$ cat src/rtl/store_merge_rmw.sv
`default_nettype none
// +--------------------------------------------------------------------------+
// | store_merge_rmw : narrows a store to byte/half/word and merges sub-words  |
// | into 32-bit memory via read-modify-write.          Revision: 1.0         |
// +--------------------------------------------------------------------------+
module store_merge_rmw #(
  parameter int ADDR_W     = 32,
  parameter bit BIG_ENDIAN = 1'b0
) (
  input  logic              clk,
  input  logic              reset,
  input  logic              req_valid,
  output logic              req_ready,
  input  logic [ADDR_W-1:0] req_addr,
  input  logic [31:0]       req_data,
  input  logic [1:0]        req_size,
  output logic [ADDR_W-1:0] mem_addr,
  output logic              mem_rd_en,
  input  logic [31:0]       mem_rdata,
  output logic              mem_wr_en,
  output logic [31:0]       mem_wdata,
  output logic              done,
  output logic              err
);

  typedef enum logic [2:0] {
    S_IDLE  = 3'd0,
    S_READ  = 3'd1,
    S_WAIT  = 3'd2,
    S_WRITE = 3'd3,
    S_ERR   = 3'd4
  } state_t;

  state_t      state;
  logic [15:0] data_q;
  logic [1:0]  lane_q;
  logic        half_q;

  logic        illegal;
  logic [1:0]  byte_lane;
  logic        half_lane;
  logic [31:0] merged;

  assign illegal = (req_size == 2'b11) ||
                   (req_size == 2'b01 && req_addr[0]) ||
                   (req_size == 2'b10 && req_addr[1:0] != 2'b00);

  // Big-endian mirrors the lane index; byte order inside a half is unchanged.
  assign byte_lane = BIG_ENDIAN ? ~lane_q    : lane_q;
  assign half_lane = BIG_ENDIAN ? ~lane_q[1] : lane_q[1];

  always_comb begin
    merged = mem_rdata;
    if (half_q) begin
      if (half_lane) merged[31:16] = data_q;
      else           merged[15:0]  = data_q;
    end else begin
      case (byte_lane)
        2'd0:    merged[7:0]   = data_q[7:0];
        2'd1:    merged[15:8]  = data_q[7:0];
        2'd2:    merged[23:16] = data_q[7:0];
        default: merged[31:24] = data_q[7:0];
      endcase
    end
  end

  always_ff @(posedge clk) begin
    if (reset) begin
      state     <= S_IDLE;
      req_ready <= 1'b1;
      mem_rd_en <= 1'b0;
      mem_wr_en <= 1'b0;
      done      <= 1'b0;
      err       <= 1'b0;
      mem_addr  <= '0;
      mem_wdata <= '0;
      data_q    <= '0;
      lane_q    <= '0;
      half_q    <= 1'b0;
    end else begin
      case (state)
        S_IDLE: begin
          if (req_valid && req_ready) begin
            req_ready <= 1'b0;
            data_q    <= req_data[15:0];
            lane_q    <= req_addr[1:0];
            half_q    <= req_size[0];
            if (illegal) begin
              state <= S_ERR;
              err   <= 1'b1;
            end else begin
              mem_addr <= {req_addr[ADDR_W-1:2], 2'b00};
              if (req_size == 2'b10) begin
                state     <= S_WRITE;
                mem_wr_en <= 1'b1;
                mem_wdata <= req_data;
                done      <= 1'b1;
              end else begin
                state     <= S_READ;
                mem_rd_en <= 1'b1;
              end
            end
          end
        end
        S_READ: begin
          mem_rd_en <= 1'b0;
          state     <= S_WAIT;
        end
        // Read data is valid during WAIT, so the merge is registered straight into the write word.
        S_WAIT: begin
          mem_wdata <= merged;
          mem_wr_en <= 1'b1;
          done      <= 1'b1;
          state     <= S_WRITE;
        end
        S_WRITE: begin
          mem_wr_en <= 1'b0;
          done      <= 1'b0;
          req_ready <= 1'b1;
          state     <= S_IDLE;
        end
        S_ERR: begin
          err       <= 1'b0;
          req_ready <= 1'b1;
          state     <= S_IDLE;
        end
        default: begin
          state     <= S_IDLE;
          req_ready <= 1'b1;
          mem_rd_en <= 1'b0;
          mem_wr_en <= 1'b0;
          done      <= 1'b0;
          err       <= 1'b0;
        end
      endcase
    end
  end

endmodule
`default_nettype wire

$ cat config.mk
export PLATFORM = sky130hd
export DESIGN_NAME = store_merge_rmw
export DESIGN_NICKNAME = d
export VERILOG_FILES = /design/src/rtl/store_merge_rmw.sv
export SDC_FILE = /design/constraint.sdc
export NUM_CORES = 1
export LEC_CHECK = 0
export CAP_MARGIN = 25
export CORE_MARGIN = 2
export CORE_UTILIZATION = 44
export CTS_CLUSTER_SIZE = 16
export DETAILED_ROUTE_END_ITERATION = 12
export PLACE_DENSITY = 0.86
export SYNTH_ARGS = -nofsm -noshare
export SYNTH_HDL_FRONTEND = slang
export SYNTH_SLANG_ARGS = --single-unit
$ cat constraint.sdc
create_clock -name clk -period 2.04 [get_ports clk]
set_clock_uncertainty 0.2 [all_clocks]
set_input_delay 0.306 -clock clk [delete_from_list [all_inputs] [get_ports clk]]
set_output_delay 0.306 -clock clk [all_outputs]
set_load 0.02 [all_outputs]
==> metrics.csv <==
metric;value;unit
status;completed;
drive_above_1_share;15.3;%
cts_max_level;3;
finalNetCount;756;
relSlewSlack;65.7;%
synth_cell_types;43;
cts-root-buf;clkbuf_8;
critical-path-top-delay-family;buffers and inverters;
tritoncts;done;
maxCapViolations;0;
floorplan.initialDensity;44.8;%
hold_path.class;in2reg;
yosysMostFrequentCell;dfxtp_1;
io_pins;170;
grt_max_degree;61;
wl_per_cell;17.6;um
slew_viol_final;0;
clock_latency;0.36;ns
ys_ff_latch;88;
port_buffers;167;
finalSetupViolations;0;
synth-seq-area-share;40.8;%
fmax;514;MHz
worstSetupStartpointType;flip-flop;
placed_cell_area;6200;um^2
syn2layout_area_growth;47.9;%
dieWidth;103;um
finalPower;4430;uW
hold_violations;0;
synthFlopType;dfxtp_1;
core_area;9640;um^2
path_cells;clkdlybuf4s50_1;
drc;0;
startpoint;req_ready;
ys_async_sr_fraction;0;%
min-delay-start;reset;
crit_path_end_kind;output pin;
cts_buffers;9;
n_fill_cell;778;
cts-resized-gates;0;
fin_util;66.2;%
timing_worst_setup_path_type;reg2out;
grt_pass1_wl;20.6;mm
first_pass_iters;6;
overflow;0;
drtIter0Drc;177;
clock_sinks;88;
period_minus_slack;1.94;ns
cp_slowest_stage_delay;0.64;ns
timing.setup.tns;0;ns
critPathSlowestCell;clkdlybuf4s50_1;
min_period_over_period;95.3;%
ctsHoldBuffers;0;
yosys-top-cells-area;dfxtp_1, a31o_2, o221ai_1;
diodes;0;
critPathMaxFanout;6;
die_height;103;um
yosys-top-cells-count;dfxtp_1, nand2_1, a21oi_1;
routed_via_density;5.77;
grt_pass1_vias;4303;
ant_nets;0;
drt-total-wl;14.0;mm
timing.rr.start;state[0];
post_cts_buffers;0;
cp.required;1.53;ns
synth_area;4320;um^2
p_per_area;694;nW/um^2
avgSynthCellArea;8.63;um^2
synthCells;500;
clkTransAtPathRegs;0.09;ns
rsz0062_at_grt;false;
synth_edf_count;0;
critPathArrivalTime;1.44;ns
peakVddDrop;0.371;mV
p_leak;0.00224;uW
hpwlAfterDp;9.91;mm
gp_congestion;0.892;
synth_top_area_share;40.8;%
fin_area;6380;um^2
reg2reg_setup_slack;0.11;ns
yosys_warnings;0;
rows;36;
worstMarginPinSlew;0.514;ns
dieArea;10600;um^2
antenna_found_initial;0;
grt_usage;24.7;%
vias;4575;
clk_path_buf_depth;2;
worst-path-buf-inv;1;
yosys.area.top_type;dfxtp_1;
-- where the power goes --
| part | switching, uW | internal [uW] | leakage, uW |
|---|---|---|---|
| Clock | 651 | 447 | 0.0000824 |
| Combinational | 692 | 668 | 0.00144 |
| Sequential | 111 | 1860 | 0.000718 |
-- final timing paths --
| check | endpoint | cells after the start |
|---|---|---|
| setup reg to reg | mem_wdata[16] | 5 |
| hold reg to reg | mem_wdata[19] | 2 |
| setup / recovery | req_ready | 1 |
| hold / removal | mem_wdata[6] | 4 |
-- per-stage QoR --
| step | hold WS [ns] | cells | setup WS, ns |
|---|---|---|---|
| final | 0.172 | 793 | 0.0961 |
| after global routing | 0.206 | 793 | 0.0219 |
| after CTS | 0.167 | 792 | 0.0760 |
| after detailed placement | 0.247 | 776 | -0.186 |
| after global placement | 0.239 | 776 | -0.114 |
| after floorplan | 0.251 | 501 | 0.245 |
-- layout make-up --
cell class | count | area (um^2) | area share, %
clock inverters | 6 | 46.3 | 0.725
well taps | 133 | 166 | 2.61
repair buffers | 200 | 1990 | 31.2
flip-flops and latches | 88 | 1760 | 27.6
multi-input cells | 338 | 2220 | 34.8
clock buffers | 10 | 128 | 2.00
inverters | 18 | 67.6 | 1.06
-- flip-flops by register name, summed over array words and instances (netlist names), 2 cells and up --
register   count
mem_wdata     32
mem_addr      30
data_q        16
state          3
byte_lane      2
-- cells in the final DEF, fill, tap and decap left out, types with 2 or more instances in the layout --
cell type	netlist	layout
dfxtp_1	88	87
nand3_1	9	9
nor2_1	31	31
a21boi_0	8	8
clkinvlp_4	0	2
mux2i_1	20	20
o21ai_0	16	16
a311oi_1	16	16
a22oi_1	8	8
nand2b_1	2	2
buf_4	3	27
and2_1	2	2
o21a_1	2	2
clkdlybuf4s50_1	0	166
clkinv_4	0	3
o31ai_1	24	24
nor2_2	10	10
a21oi_1	40	40
conb_1	1	2
inv_2	1	2
nand2_1	50	50
inv_1	17	16
nor4_1	2	2
o311a_1	8	8
a31oi_1	10	10
o221ai_1	24	24
a31o_2	30	30
o21ai_1	9	9
buf_12	0	6
clkbuf_8	0	9
-- kinds of logic after synthesis --
logic type | count (synthesis) | synth area share, %
compound gates | 199 | 33.3
simple gates | 116 | 13.0
flops | 88 | 40.8
buf+inv | 76 | 8.18
mux | 20 | 4.64
other cells | 1 | 0.0869
-- per-layer routing --
metal  routed length [um]  GRT usage, %
met1                 5560          29.8
met2                 6890          43.0
met3                 1180          5.97
met4                  318          8.30
met5                    0             0
Note: power is estimated with default switching activity, not from simulation.
